==> config.mk <==
export PLATFORM = sky130hd
export DESIGN_NAME = lfsr_burst_ctrl
export DESIGN_NICKNAME = d
export VERILOG_FILES = /design/src/rtl/lfsr_burst_ctrl.sv
export SDC_FILE = /design/constraint.sdc
export NUM_CORES = 1
export LEC_CHECK = 0
export BUFFER_PORTS_ARGS = -buffer_cell sky130_fd_sc_hd__buf_2
export CORE_MARGIN = 10
export CORE_UTILIZATION = 45
export DETAILED_ROUTE_END_ITERATION = 10
export PLACE_DENSITY = 0.77
export RECOVER_POWER = 50
export SYNTH_ARGS = -nofsm -noshare
export SYNTH_HDL_FRONTEND = slang
export SYNTH_SLANG_ARGS = --single-unit
==> constraint.sdc <==
create_clock -name clk -period 2 [get_ports clk]
set_input_delay 0.1 -clock clk [delete_from_list [all_inputs] [get_ports clk]]
set_output_delay 0.1 -clock clk [all_outputs]
set_load 0.005 [all_outputs]
==> src/rtl/lfsr_burst_ctrl.sv <==
// lfsr_burst_ctrl: seedable 19-bit XNOR PRBS source with a burst sequencer.
// Loads a seed, streams burst_len PRBS bits over valid/ready, and pulses
// done, wrap and seed_err as registered one-cycle flags.
module lfsr_burst_ctrl #(
  parameter int               WIDTH = 19,
  parameter logic [WIDTH-1:0] TAPS  = 19'h40023,
  parameter logic [WIDTH-1:0] SEED  = 19'h55555,
  parameter int               CNT_W = 16
) (
  input  logic             clk,
  input  logic             reset_n,
  input  logic             start,
  input  logic             seed_load,
  input  logic [WIDTH-1:0] seed_in,
  input  logic [CNT_W-1:0] burst_len,
  input  logic             abort,
  output logic             bit_out,
  output logic             bit_valid,
  input  logic             bit_ready,
  output logic             busy,
  output logic             done,
  output logic             wrap,
  output logic             seed_err,
  output logic [WIDTH-1:0] lfsr_state
);

  typedef enum logic [1:0] {
    ST_IDLE = 2'd0,
    ST_RUN  = 2'd1,
    ST_DONE = 2'd2
  } state_t;

  localparam logic [CNT_W-1:0] CNT_ZERO = {CNT_W{1'b0}};
  localparam logic [CNT_W-1:0] CNT_ONE  = {{(CNT_W-1){1'b0}}, 1'b1};

  // One XNOR-feedback step: shift left, feedback enters at bit 0.
  function automatic logic [WIDTH-1:0] lfsr_advance(input logic [WIDTH-1:0] cur);
    lfsr_advance = {cur[WIDTH-2:0], ~^(cur & TAPS)};
  endfunction

  // All-ones is the XNOR lockup state and must never be loaded.
  function automatic logic seed_is_lockup(input logic [WIDTH-1:0] val);
    seed_is_lockup = &val;
  endfunction

  state_t           state_r, state_s;
  logic [WIDTH-1:0] lfsr_r, lfsr_s;
  logic [WIDTH-1:0] start_val_r, start_val_s;
  logic [CNT_W-1:0] cnt_r, cnt_s;
  logic             done_r, done_s;
  logic             wrap_r, wrap_s;
  logic             seed_err_r, seed_err_s;
  logic [WIDTH-1:0] next_lfsr_s;
  logic [WIDTH-1:0] load_val_s;
  logic             seed_bad_s;

  assign next_lfsr_s = lfsr_advance(lfsr_r);
  assign seed_bad_s  = seed_is_lockup(seed_in);
  assign load_val_s  = seed_bad_s ? SEED : seed_in;

  // Next-state, datapath and pulse-flag decode for the burst sequencer.
  always_comb begin
    state_s     = state_r;
    lfsr_s      = lfsr_r;
    start_val_s = start_val_r;
    cnt_s       = cnt_r;
    done_s      = 1'b0;
    wrap_s      = 1'b0;
    seed_err_s  = 1'b0;
    case (state_r)
      ST_IDLE: begin
        if (seed_load) begin
          lfsr_s     = load_val_s;
          seed_err_s = seed_bad_s;
        end else begin
          lfsr_s     = lfsr_r;
        end
        if (start) begin
          // Burst begins from whatever the LFSR holds entering RUN,
          // including a seed loaded in this same cycle.
          cnt_s       = burst_len;
          start_val_s = lfsr_s;
          if (burst_len == CNT_ZERO) begin
            state_s = ST_DONE;
            done_s  = 1'b1;
          end else begin
            state_s = ST_RUN;
          end
        end else begin
          state_s = ST_IDLE;
        end
      end
      ST_RUN: begin
        if (bit_ready) begin
          // A handshake always completes, even alongside abort.
          lfsr_s = next_lfsr_s;
          cnt_s  = cnt_r - CNT_ONE;
          wrap_s = (next_lfsr_s == start_val_r);
          if (cnt_r == CNT_ONE) begin
            state_s = ST_DONE;
            done_s  = 1'b1;
          end else if (abort) begin
            state_s = ST_IDLE;
          end else begin
            state_s = ST_RUN;
          end
        end else if (abort) begin
          state_s = ST_IDLE;
        end else begin
          state_s = ST_RUN;
        end
      end
      ST_DONE: begin
        state_s = ST_IDLE;
      end
      default: begin
        state_s = ST_IDLE;
      end
    endcase
  end

  // State, datapath and registered flag outputs.
  always_ff @(posedge clk or negedge reset_n) begin
    if (!reset_n) begin
      state_r     <= ST_IDLE;
      lfsr_r      <= SEED;
      start_val_r <= SEED;
      cnt_r       <= CNT_ZERO;
      done_r      <= 1'b0;
      wrap_r      <= 1'b0;
      seed_err_r  <= 1'b0;
    end else begin
      state_r     <= state_s;
      lfsr_r      <= lfsr_s;
      start_val_r <= start_val_s;
      cnt_r       <= cnt_s;
      done_r      <= done_s;
      wrap_r      <= wrap_s;
      seed_err_r  <= seed_err_s;
    end
  end

  // bit_out is gated by valid so it reads 0 whenever no bit is offered.
  assign bit_valid  = (state_r == ST_RUN);
  assign bit_out    = bit_valid & lfsr_r[WIDTH-1];
  assign busy       = (state_r != ST_IDLE);
  assign done       = done_r;
  assign wrap       = wrap_r;
  assign seed_err   = seed_err_r;
  assign lfsr_state = lfsr_r;

endmodule
==> results of run 1 <==
==> layer usage <==
| metal | routed length (um) | part of all wire | GRT usage | vias to the layer above |
|---|---|---|---|---|
| met2 | 4710 | 0.47 | 0.285 | 142 |
| met1 | 4410 | 0.44 | 0.220 | 1538 |
| met4 | 226 | 0.022 | 0.0774 | 0 |
| met3 | 761 | 0.075 | 0.0489 | 19 |
| li1 | - | - | - | 1470 |
| met5 | 0 | 0 | 0 | - |
==> cells in the mapped netlist, drive strengths merged (4+ instances only) <==
library cell / instances / area share
and2: 4 / 0.0074
nor3b: 4 / 0.0089
inv: 6 / 0.0067
o21ai: 29 / 0.043
o2bb2ai: 11 / 0.029
and4b: 9 / 0.027
a22oi: 13 / 0.029
nor2: 11 / 0.012
nor4: 7 / 0.013
a31oi: 4 / 0.0074
xnor2: 20 / 0.052
o31ai: 18 / 0.040
buf: 9 / 0.012
clkbuf: 15 / 0.017
mux2i: 20 / 0.059
nor3: 8 / 0.015
nand2: 25 / 0.028
a21oi: 23 / 0.035
dfstp: 20 / 0.16
nand4: 14 / 0.026
or4: 5 / 0.014
dfrtp: 38 / 0.28
==> cells by family after synthesis <==
logic type      after synthesis  synth area share
simple gates                100             0.179
mux                          20            0.0594
flops                        58             0.438
compound gates              114             0.222
xor+xnor                     22            0.0572
fa+ha+maj                     2           0.00743
buf+inv                      31            0.0368
==> final timing paths <==
kind | startpoint | to | slack, ns
max | cnt_r[0] | cnt_r[10] | 0.12
min | burst_len[2] | cnt_r[2] | 0.06
max reg2reg | cnt_r[0] | cnt_r[10] | 0.12
min reg2reg | start_val_r[12] | start_val_r[12] | 0.49
max in group asynchronous | reset_n | start_val_r[12] | 0.40
min in group asynchronous | reset_n | lfsr_state[15] | 0.68
==> sequential cells by signal (all words and copies together), names as in the netlist <==
register	count
lfsr_state	19
start_val_r	19
cnt_r	16
done	1
seed_err	1
state_r	1
wrap	1
==> power groups by stage <==
| stage | clock network, mW | logic (mW) | registers (mW) |
|---|---|---|---|
| after floorplan | 0 | 1.04 | 1.96 |
| after global placement | 0 | 1.51 | 2.03 |
| after detailed placement | 0 | 1.56 | 2.06 |
| after CTS | 1.13 | 1.57 | 2.04 |
| after global routing | 1.19 | 1.71 | 2.11 |
| final | 1.12 | 1.55 | 2.06 |
==> worst max-delay path, cell delays in order (launching register included) <==
cell     delay (ns)
dfrtp_1        0.44
inv_1          0.08
ha_1           0.18
or3b_2         0.49
nor3_2         0.12
buf_4          0.16
a31oi_1        0.08
o22a_1         0.20
==> per-stage QoR <==
step | worst slack, ns | hold slack, ns | power [mW] | std cells
after floorplan | 0.158 | -0.196 | 3.00 | 347
after global placement | 0.166 | 0.153 | 3.54 | 506
after detailed placement | 0.112 | 0.151 | 3.61 | 506
after CTS | 0.0937 | 0.0485 | 4.74 | 524
after global routing | 0.0189 | 0.0718 | 5.02 | 524
final | 0.122 | 0.0567 | 4.73 | 524
==> what timing repair did <==
item	4_1_cts	5_1_grt
hold buffers	2	0
gates resized for setup	0	2
endpoints found under the hold margin	14	0
endpoints found under the setup margin	0	5
==> layout make-up <==
| class | instances | area (um2) | area share |
|---|---|---|---|
| clock buffers | 11 | 151 | 0.0370 |
| clock inverters | 5 | 52.6 | 0.0129 |
| inverters | 7 | 26.3 | 0.00643 |
| multi-input cells | 258 | 1780 | 0.435 |
| flip-flops and latches | 58 | 1480 | 0.361 |
| well taps | 99 | 124 | 0.0303 |
| repair buffers | 86 | 478 | 0.117 |
==> flow_metrics.py, run 1 <==
metrics = {
    "cells_and_area": {
        "layout_commonest_cell": "buf_2",
        "drive_above_1_share": 0.278,
        "antenna_cells": 0,
        "final_nets": 463,
        "syn_to_final_growth_pct": 21.4,
        "fin_area_um2": 4090,
        "fin_util": 0.564,
        "final_cell_mix": "56 x buf_2, 38 x dfrtp_1, 28 x o21ai_0, 25 x nand2_1, 22 x a21oi_1",
        "final.fill_count": 649,
    },
    "logic_synthesis": {
        "ys_ff_latch": 58,
        "syn_nets": 390,
        "syn_area_per_cell_um2": 9.71,
        "yosys_warnings": 0,
        "synth_edf_count": 0,
        "synth-seq-area-share": 0.438,
        "ys_types": 48,
        "synth-main-ff-cell": "dfrtp_1",
        "netlist_area_um2": 3370,
        "synthArstFlopShare": 1.00,
        "synthCells": 347,
    },
    "die": {
        "ios": 66,
        "initial_core_util": 0.465,
        "die_y_um": 107,
        "dieArea_um2": 11300,
        "core-area_um2": 7250,
        "rows": 31,
        "die_w_um": 107,
    },
    "clock_tree": {
        "cts_buffer_depth": 2,
        "post_cts_buffers": 0,
        "cts_tree": "yes",
        "cts_root_buf": "clkbuf_8",
        "clkTransAtPathRegs_ns": 0.07,
        "cts_made_buffers": 9,
        "cts_max_level": 3,
        "insertion_delay_ns": 0.34,
        "clkSinkCount": 58,
    },
    "global_routing": {
        "grt_max_degree": 39,
        "grt_pass1_wl_um": 16400,
        "grt.overflow.total": 0,
        "grt_pass1_vias": 3236,
        "grtUsageTotal": 0.178,
        "antenna_found_initial": 0,
    },
    "critical_path": {
        "worstPathMaxFanout": 7,
        "worstPathRequired_ns": 2.23,
        "end_kind": "flip-flop",
        "cp_data_arrival_time_ns": 2.10,
        "r2r.worst_path.cells": 7,
        "crit_type": "flip-flop to flip-flop",
        "start_kind": "flip-flop",
    },
    "sta": {
        "hold_viol": 0,
        "rsz0062_at_grt": "no",
        "skew_ns": 0.00922,
        "fin_crit_sh": 0.939,
        "relSlewSlack": -0.0275,
        "finalSetupViolCount": 0,
        "max_freq_ghz": 0.533,
        "finalSetupTns_ns": 0,
        "fin_crit_ns": 1.88,
        "worst_pin_slew_ns": 1.54,
        "slew_violations": 27,
    },
    "place": {
        "port_buffers": 65,
        "gp_congestion": 0.849,
        "postPlaceCellArea_um2": 3880,
        "dp_hpwl_um": 7210,
    },
    "hold_path": {
        "min_path_type": "primary input to flip-flop",
        "hold_path_depth": 3,
    },
    "pwr": {
        "peakVddDrop_uv": 522,
        "share_comb_of_total_power": 0.328,
        "seq_power_share": 0.434,
        "switching_share": 0.369,
        "leakagePower_nw": 1.73,
        "power.share.clock": 0.237,
        "p_per_area_nw_per_um2": 1160,
        "p_int_mw": 2.99,
        "switchingPower_mw": 1.75,
    },
    "detailed_routing": {
        "num_vias": 3169,
        "drc": 0,
        "viasPerCell": 6.05,
        "drt-pass1-iter-count": 6,
        "ant_nets": 0,
        "drt-initial-drc-count": 150,
        "totalWireLength_um": 10100,
        "wl_per_cell_um": 19.3,
    },
    "run_status": {
        "outcome": "complete, but fails checks",
        "violations": "capacitance limit, slew limit",
    },
    "flow_run": {
        "max-cap-violations": 1,
    },
}
Note: power is estimated with default switching activity, not from simulation.
==> run 2, diff against run 1 <==
CORE_ASPECT_RATIO = 1.1   (was default)
==> flow_metrics.py, run 2 (same netlist as run 1, synthesis figures left out) <==
metrics = {
    "clock_tree": {
        "cts_root_buf": "clkbuf_8",
        "cts_buffer_depth": 2,
        "insertion_delay_ns": 0.35,
        "cts_max_level": 3,
        "post_cts_buffers": 0,
        "clkTransAtPathRegs_ns": 0.07,
        "clkSinkCount": 58,
        "cts_tree": "yes",
        "cts_made_buffers": 9,
    },
    "cells_and_area": {
        "drive_above_1_share": 0.276,
        "final.fill_count": 651,
        "syn_to_final_growth_pct": 20.3,
        "seq_area_um2": 1480,
        "final_cell_mix": "56 x buf_2, 37 x dfrtp_1, 28 x o21ai_0, 25 x nand2_1, 22 x a21oi_1",
        "layout_commonest_cell": "buf_2",
        "antenna_cells": 0,
        "multi_input_comb_area_um2": 1770,
        "final_nets": 462,
    },
    "sta": {
        "relSlewSlack": 0.0135,
        "worst_pin_slew_ns": 1.48,
        "rsz0062_at_grt": "no",
        "fin_crit_ns": 1.87,
        "hold-worst-slack_ns": 0.0526,
        "max_freq_ghz": 0.534,
        "skew_ns": 0.0153,
        "finalSetupTns_ns": 0,
        "hold_viol": 0,
        "slew_violations": 0,
        "finalSetupViolCount": 0,
        "fin_crit_sh": 0.937,
    },
    "global_routing": {
        "grt_pass1_wl_um": 16200,
        "grt_pass1_vias": 3155,
        "grt_max_degree": 39,
        "antenna_found_initial": 0,
        "grt.overflow.total": 0,
        "grtUsageTotal": 0.177,
    },
    "pwr": {
        "p_per_area_nw_per_um2": 1140,
        "leakagePower_nw": 1.72,
        "peakVddDrop_uv": 501,
    },
    "die": {
        "dieArea_um2": 11400,
        "die_w_um": 103,
        "ios": 66,
        "rows": 33,
        "core-area_um2": 7390,
        "initial_core_util": 0.456,
        "die_y_um": 111,
    },
    "place": {
        "port_buffers": 65,
        "dp_hpwl_um": 7180,
        "gp_congestion": 0.868,
    },
    "detailed_routing": {
        "route.met3.wl_um": 901,
        "met1Wirelength_um": 4110,
        "drc": 0,
        "wl_met2_um": 4970,
        "totalWireLength_um": 10100,
        "ant_nets": 0,
        "top_layer": "met4",
        "viasPerCell": 6.21,
        "wl_per_cell_um": 19.8,
        "num_vias": 3172,
        "drt-initial-drc-count": 157,
        "drt-pass1-iter-count": 6,
    },
    "critical_path": {
        "crit_type": "flip-flop to flip-flop",
        "end_kind": "flip-flop",
        "cp_data_arrival_time_ns": 2.11,
        "start_kind": "flip-flop",
        "worstPathMaxFanout": 4,
        "worstPathRequired_ns": 2.23,
    },
    "flow_run": {
        "max-cap-violations": 0,
    },
    "hold_path": {
        "min_path_type": "primary input to flip-flop",
    },
    "run_status": {
        "outcome": "finished clean",
    },
}
run 2: worst paths after layout:
path,startpoint,end,slack (ns),cells after the start
min reg2reg,start_val_r[18],start_val_r[18],0.49,2
max in group asynchronous,reset_n,cnt_r[0],0.39,2
min,burst_len[1],cnt_r[1],0.05,3
min in group asynchronous,reset_n,seed_err,0.64,2
max reg2reg,cnt_r[1],cnt_r[10],0.13,7
max,cnt_r[1],cnt_r[10],0.13,7
run 2: through the flow:
step	area (um2)	worst slack (ns)	std cells	utilization	total power, mW
floorplan	3370	0.158	347	-	3.00
detailed placement	3850	0.107	493	0.521	3.62
finish	4060	0.127	511	0.549	4.64
global route	4060	0.0292	511	0.549	4.93
CTS	4060	0.0904	511	0.550	4.66
global placement	3850	0.166	493	0.521	3.55
run 2: layout make-up:
cell class,instances,area share
clock buffer,12,0.0407
clock inverter,4,0.00617
inverter,7,0.00648
multi-input combinational,258,0.438
sequential,58,0.364
tap,87,0.0268
timing repair buffer,85,0.118
run 2: worst max-delay path, cell delays in order, from the launching register on:
cell     delay [ns]
dfrtp_1        0.40
inv_1          0.11
ha_1           0.19
or3b_2         0.49
nor3_2         0.12
buf_4          0.15
a31oi_1        0.09
o22a_1         0.20
run 2: timing repair:
action,4_1_cts,5_1_grt
gates resized for setup,0,2
setup endpoints to repair,0,1
endpoints found under the hold margin,24,0
hold buffers,2,0
run 2: power by group:
part / leakage [nW] / internal (mW) / switching (mW)
Clock: 0.0944 / 0.546 / 0.487
Sequential: 0.673 / 1.61 / 0.425
Combinational: 0.953 / 0.738 / 0.825
Total: 1.72 / 2.90 / 1.74
run 2: routing by layer:
| layer | track usage | vias to the layer above |
|---|---|---|
| met3 | 0.0362 | 13 |
| met2 | 0.287 | 147 |
| li1 | - | 1471 |
| met4 | 0.0669 | 0 |
| met5 | 0 | - |
| met1 | 0.224 | 1541 |
